[config.mk]
export PLATFORM = sky130hd
export DESIGN_NAME = bcd_to_binary
export DESIGN_NICKNAME = d
export VERILOG_FILES = /design/src/rtl/bcd_pkg.sv /design/src/rtl/bcd_nibble_adjust.sv /design/src/rtl/bcd_to_binary.sv
export SDC_FILE = /design/constraint.sdc
export NUM_CORES = 1
export LEC_CHECK = 0
export ABC_CLOCK_PERIOD_IN_PS = 1440
export CAP_MARGIN = 25
export CORE_MARGIN = 1
export CORE_UTILIZATION = 35
export CTS_BUF_LIST = sky130_fd_sc_hd__clkbuf_4 sky130_fd_sc_hd__clkbuf_8
export DETAILED_ROUTE_END_ITERATION = 8
export PLACE_DENSITY_LB_ADDON = 0.15
export SLEW_MARGIN = 40
export SYNTH_ARGS = -nofsm -noshare
export SYNTH_HDL_FRONTEND = slang
export SYNTH_SLANG_ARGS = --single-unit
[constraint.sdc]
create_clock -name clk -period 1.44 [get_ports clk]
set_input_delay 0.216 -clock clk [delete_from_list [all_inputs] [get_ports clk]]
set_output_delay 0.216 -clock clk [all_outputs]
set_load 0.01 [all_outputs]
[src/rtl/bcd_pkg.sv]
// Shared widths, shift count and state encoding for the BCD-to-binary converter.
package bcd_pkg;

  localparam int DIGITS    = 4;
  localparam int BCD_W     = 16;
  localparam int BIN_W     = 14;
  localparam int SHIFT_CNT = 14;

  localparam logic [3:0] LAST_SHIFT = 4'(SHIFT_CNT - 1);

  typedef enum logic [1:0] {
    ST_IDLE  = 2'd0,
    ST_SHIFT = 2'd1,
    ST_DONE  = 2'd2
  } state_e;

  // True when any BCD nibble holds a non-decimal code (A..F).
  function automatic logic digit_over(input logic [BCD_W-1:0] bcd);
    logic over;
    over = 1'b0;
    for (int i = 0; i < DIGITS; i++) begin
      if (bcd[4*i +: 4] > 4'd9) over = 1'b1;
    end
    return over;
  endfunction

endpackage

[src/rtl/bcd_nibble_adjust.sv]
// Reverse double-dabble correction for one BCD nibble after a right shift.
module bcd_nibble_adjust (
  input  logic [3:0] nib_in,
  output logic [3:0] nib_out
);

  // A set bit 3 arrived from the next-higher decade: it weighs 5, not 8.
  assign nib_out = (nib_in >= 4'd8) ? (nib_in - 4'd3) : nib_in;

endmodule

[src/rtl/bcd_to_binary.sv]
// Sequential reverse double-dabble: four BCD digits in, 14-bit binary out.
// Digit range checking is built only when BCD_TO_BINARY_CHECK_EN is defined.
//
// state    | meaning
// ---------+---------------------------------------------------------------
// ST_IDLE  | waiting for start; digits captured on the accepting edge
// ST_SHIFT | one shift + nibble adjust per cycle, 14 shifts in total
// ST_DONE  | result published, done high for this single cycle
module bcd_to_binary
  import bcd_pkg::*;
(
  input  logic             clk,
  input  logic             rst,
  input  logic             start,
  input  logic [3:0]       bcd3,
  input  logic [3:0]       bcd2,
  input  logic [3:0]       bcd1,
  input  logic [3:0]       bcd0,
  output logic [BIN_W-1:0] bin,
  output logic             busy,
  output logic             done,
  output logic             err
);

  state_e             state_q, state_d;
  logic [BCD_W-1:0]   bcd_q, bcd_d;
  logic [BIN_W-1:0]   work_q, work_d;
  logic [3:0]         cnt_q, cnt_d;
  logic [BIN_W-1:0]   bin_q, bin_d;
  logic               busy_q, busy_d;
  logic               done_q, done_d;

  logic [BCD_W-1:0]   bcd_sh;
  logic [BCD_W-1:0]   bcd_adj;
  logic [BIN_W-1:0]   work_sh;

  assign {bcd_sh, work_sh} = {bcd_q, work_q} >> 1;

  for (genvar g = 0; g < DIGITS; g++) begin : g_adj
    bcd_nibble_adjust u_adj (
      .nib_in  (bcd_sh[4*g +: 4]),
      .nib_out (bcd_adj[4*g +: 4])
    );
  end

`ifdef BCD_TO_BINARY_CHECK_EN
  logic flag_q, flag_d;
  logic err_q, err_d;
`endif

  always_comb begin
    state_d = state_q;
    bcd_d   = bcd_q;
    work_d  = work_q;
    cnt_d   = cnt_q;
    bin_d   = bin_q;
    busy_d  = busy_q;
    done_d  = 1'b0;
`ifdef BCD_TO_BINARY_CHECK_EN
    flag_d  = flag_q;
    err_d   = err_q;
`endif
    case (state_q)
      ST_IDLE: begin
        if (start) begin
          bcd_d   = {bcd3, bcd2, bcd1, bcd0};
          work_d  = '0;
          cnt_d   = '0;
          busy_d  = 1'b1;
          state_d = ST_SHIFT;
`ifdef BCD_TO_BINARY_CHECK_EN
          flag_d  = digit_over({bcd3, bcd2, bcd1, bcd0});
`endif
        end
      end
      ST_SHIFT: begin
        bcd_d  = bcd_adj;
        work_d = work_sh;
        cnt_d  = cnt_q + 4'd1;
        if (cnt_q == LAST_SHIFT) begin
          state_d = ST_DONE;
          done_d  = 1'b1;
`ifdef BCD_TO_BINARY_CHECK_EN
          bin_d   = flag_q ? '0 : work_sh;
          err_d   = flag_q;
`else
          bin_d   = work_sh;
`endif
        end
      end
      ST_DONE: begin
        state_d = ST_IDLE;
        busy_d  = 1'b0;
      end
      default: begin
        state_d = ST_IDLE;
        busy_d  = 1'b0;
      end
    endcase
  end

  always_ff @(posedge clk or negedge rst) begin
    if (!rst) begin
      state_q <= ST_IDLE;
      bcd_q   <= '0;
      work_q  <= '0;
      cnt_q   <= '0;
      bin_q   <= '0;
      busy_q  <= 1'b0;
      done_q  <= 1'b0;
    end else begin
      state_q <= state_d;
      bcd_q   <= bcd_d;
      work_q  <= work_d;
      cnt_q   <= cnt_d;
      bin_q   <= bin_d;
      busy_q  <= busy_d;
      done_q  <= done_d;
    end
  end

`ifdef BCD_TO_BINARY_CHECK_EN
  always_ff @(posedge clk or negedge rst) begin
    if (!rst) begin
      flag_q <= 1'b0;
      err_q  <= 1'b0;
    end else begin
      flag_q <= flag_d;
      err_q  <= err_d;
    end
  end

  assign err = err_q;
`else
  assign err = 1'b0;
`endif

  assign bin  = bin_q;
  assign busy = busy_q;
  assign done = done_q;

endmodule

==> results.rst <==
.. list-table::
   :header-rows: 1

   * - Metric
     - Value
   * - Switching fraction of total power
     - 0.351
   * - Final #Nets
     - 279
   * - Antenna violations before repair
     - 0
   * - Core footprint
     - 0.00649 sq mm
   * - Total power
     - 0.00609 W
   * - Via density per instance
     - 5.00
   * - Antenna Diode Count
     - 0
   * - All-Layer GR Usage
     - 0.147
   * - DR vias
     - 1650
   * - Worst setup SP type
     - register
   * - Cell types occupying the most area after synthesis
     - dfrtp_1 53%, mux2_4 5.6%, a22o_1 4.7%, ha_1 4.2%, mux2i_1 2.9%
   * - Number of synthesis warnings
     - 0
   * - Shortest clock period the worst path allows after layout
     - 1410 ps
   * - Worst IR Drop VDD
     - 0.000786 V
   * - Clock insertion delay at the later pin of the skew report
     - 310 ps
   * - Most numerous cell types in the synthesized netlist
     - 51 x dfrtp_1, 13 x a22o_1, 13 x nand2_1
   * - Maximum capacitance violations
     - 0
   * - Final hold vios
     - 0
   * - Synthesized area divided by synthesized cell count
     - 12.1 sq um
   * - Cells after Synth
     - 199
   * - DIE AREA
     - 0.00721 sq mm
   * - Synthesized flop and latch total
     - 51
   * - Sum of negative setup slack
     - 0 ps
   * - Num CTS Buffers
     - 5
   * - Fraction of synthesized cell area taken by the top area cell type
     - 0.531
   * - Net Sw Power
     - 0.00214 W
   * - Clk pwr share
     - 0.146
   * - Number of DRC violations after detailed routing
     - 3
   * - Status
     - finished, violations left
   * - Via count of the first global-routing pass
     - 1714
   * - Clk pin slew, worst setup/hold paths
     - 110 ps
   * - Cell area after synthesis
     - 0.00240 sq mm
   * - Failing checks
     - DRC
   * - Area taken by multi-input logic gates
     - 0.00105 sq mm
   * - Post-Synthesis Net Count
     - 226
   * - Pre-CTS setup slack
     - -84.1 ps
   * - Final setup slack of the worst path
     - 32.8 ps
   * - Type of the worst min-delay path
     - in2async
   * - Part of the total power dissipated in sequential elements
     - 0.417
   * - RSZ-0062 raised after global routing
     - yes
   * - Effective utilization at floorplan
     - 0.370
   * - Number of design-rule violations left by the first detailed-router iteration
     - 81
   * - X dimension of the die
     - 84.9 um
   * - Fin Clk Skew
     - 10.3 ps
   * - Die outline height
     - 84.9 um
   * - Crit path max fanout
     - 4
   * - Relative area change from synthesis to final layout
     - 31.0%
   * - Count of flip-flops with a built-in enable after synthesis
     - 0
   * - Wire length reported by the detailed router
     - 4900 um
   * - Number of port buffers
     - 34
   * - Post-route fraction of the period consumed by the critical path
     - 0.977
   * - Post-synth top flop
     - dfrtp_1
   * - H-Tree Level Count
     - 2
   * - Final setup fails
     - 0
   * - Root buffer selected by CTS
     - clkbuf_8
   * - IO Count
     - 36
   * - Signal arrival time at the worst endpoint
     - 1620 ps
   * - TritonCTS clock tree
     - built
   * - Final weighted congestion in routability-driven placement
     - 0.781
   * - Clock sink count
     - 51
   * - Worst Setup Path Type
     - reg2reg
   * - Area used by sequential logic in the layout
     - 0.00128 sq mm
   * - Highest clock frequency the design can meet
     - 711 MHz
   * - Buffer depth of the longest clock path
     - 2
   * - Minimum setup slack among reg-to-reg paths
     - 30 ps
   * - Detailed placer's ending HPWL
     - 3210 um
   * - Final-report max-slew violation count
     - 0
   * - Finished Cell Area
     - 0.00315 sq mm
   * - Post-synth top area cell
     - dfrtp_1
   * - PwrDens
     - 1930 mW/mm^2
   * - Post-place instance area
     - 0.00298 sq mm
   * - Post-synth ARST share
     - 1.00
   * - Filler Cells Inserted
     - 593
   * - Leftover overflow at the end of global routing
     - 0
   * - Ratio of cells with drive above 1 in the final layout
     - 0.206
   * - Number of different library cells in the post-synthesis netlist
     - 36
   * - Lkg Pwr
     - 1.58 nW
   * - Fraction of the yosys area taken by sequential cells
     - 0.531
   * - Antenna-violating nets left
     - 0
   * - Average wire per standard cell
     - 14.9 um
   * - Pin count of the biggest net entering global routing
     - 52
   * - Detailed Routing Iterations Pass 1
     - 9
   * - First-pass GRT wire length
     - 8330 um
   * - Share of total power in combinational logic
     - 0.437
   * - Internal portion of total power
     - 0.00395 W
   * - Data required, critical path
     - 1650 ps
   * - Row cnt
     - 29
   * - Category of the worst setup path capture point
     - register
   * - Most frequent cell after synthesis
     - dfrtp_1
-- power groups by stage --
stage / clock network, W / logic, W / registers, W
after floorplan: 0 / 0.00161 / 0.00256
after global placement: 0 / 0.00264 / 0.00256
after detailed placement: 0 / 0.00267 / 0.00257
after CTS: 0.000919 / 0.00271 / 0.00255
after global routing: 0.000969 / 0.00295 / 0.00263
final: 0.000889 / 0.00266 / 0.00254
-- metal layers --
metal,track usage,share of wire,vias up,wire (um)
met5,0,0,-,0
met4,0.0416,0.0084,0,41
met3,0.0311,0.038,4,186
met2,0.217,0.43,33,2130
met1,0.219,0.52,809,2550
li1,-,-,804,-
-- cell type report --
cell class	instances	share of cell area
clock inverter	3	0.00834
sequential	51	0.405
tap	77	0.0306
timing repair buffer	58	0.188
multi-input combinational	126	0.334
inverter	10	0.0119
clock buffer	5	0.0218
-- what timing repair did --
action / 4_1_cts / 5_1_grt
endpoints found under the hold margin: 51 / 0
buffers inserted: 1 / 0
resized for setup: 18 / 7
pin swaps: 1 / 1
gates cloned: 1 / 0
setup endpoints to repair: 19 / 20
hold buffers: 1 / 0
-- sequential cells by signal, indices dropped and copies added (netlist names) --
signal,cells
bcd_q,16
work_q,13
cnt_q,4
busy,1
bin,14
state_q,2
done,1
-- critical path, cell delays in order (launching register included) --
cell       delay, ps
dfrtp_1          400
inv_2             80
ha_4             130
nand3_4          100
nor2_8           150
clkbuf_16        160
mux2_4           280
-- path summary, 6_finish.rpt --
kind                          start         end  cells after the start
min reg2reg                    busy        busy                      2
min in group clk               busy        busy                      2
min                             rst  work_q[13]                      3
max                        cnt_q[1]      bin[3]                      6
max in group asynchronous       rst  state_q[1]                      3
max reg2reg                cnt_q[1]      bin[3]                      6
-- per-stage QoR --
stage	util	hold slack, ps	cells
after floorplan	-	-79.6	199
final	0.485	428	330
after CTS	0.483	430	330
after detailed placement	0.459	229	319
after global routing	0.485	469	330
after global placement	0.459	234	319
-- kinds of logic after synthesis --
logic type,Yosys count,share of synthesized area
AO/OA/AOI/OAI,56,0.172
XOR/XNOR,6,0.0219
adder cells (fa/ha/maj),8,0.0416
buffers and inverters,22,0.0468
flip-flops,51,0.531
multiplexers,21,0.109
other,1,0.00156
AND/OR/NAND/NOR,34,0.0765
-- layout by cell type, fill, tap and decap left out, types with 3 or more instances in the layout --
cell,instances
o21ai_0,9
a2bb2oi_1,3
o21bai_1,3
o22ai_1,4
buf_12,4
dfrtp_1,51
a21oi_1,9
o22a_1,3
xnor2_1,3
dlygate4sd2_1,10
mux2i_1,7
buf_4,17
clkbuf_8,5
xor2_1,3
nand2_1,13
a22o_1,13
clkdlybuf4s50_1,17
mux2_4,13
nor2b_1,8
inv_1,9
o211a_1,3
dlymetal6s2s_1,6
nor2_1,6
ha_1,7
a22oi_1,3
Note: power is estimated with default switching activity, not from simulation.
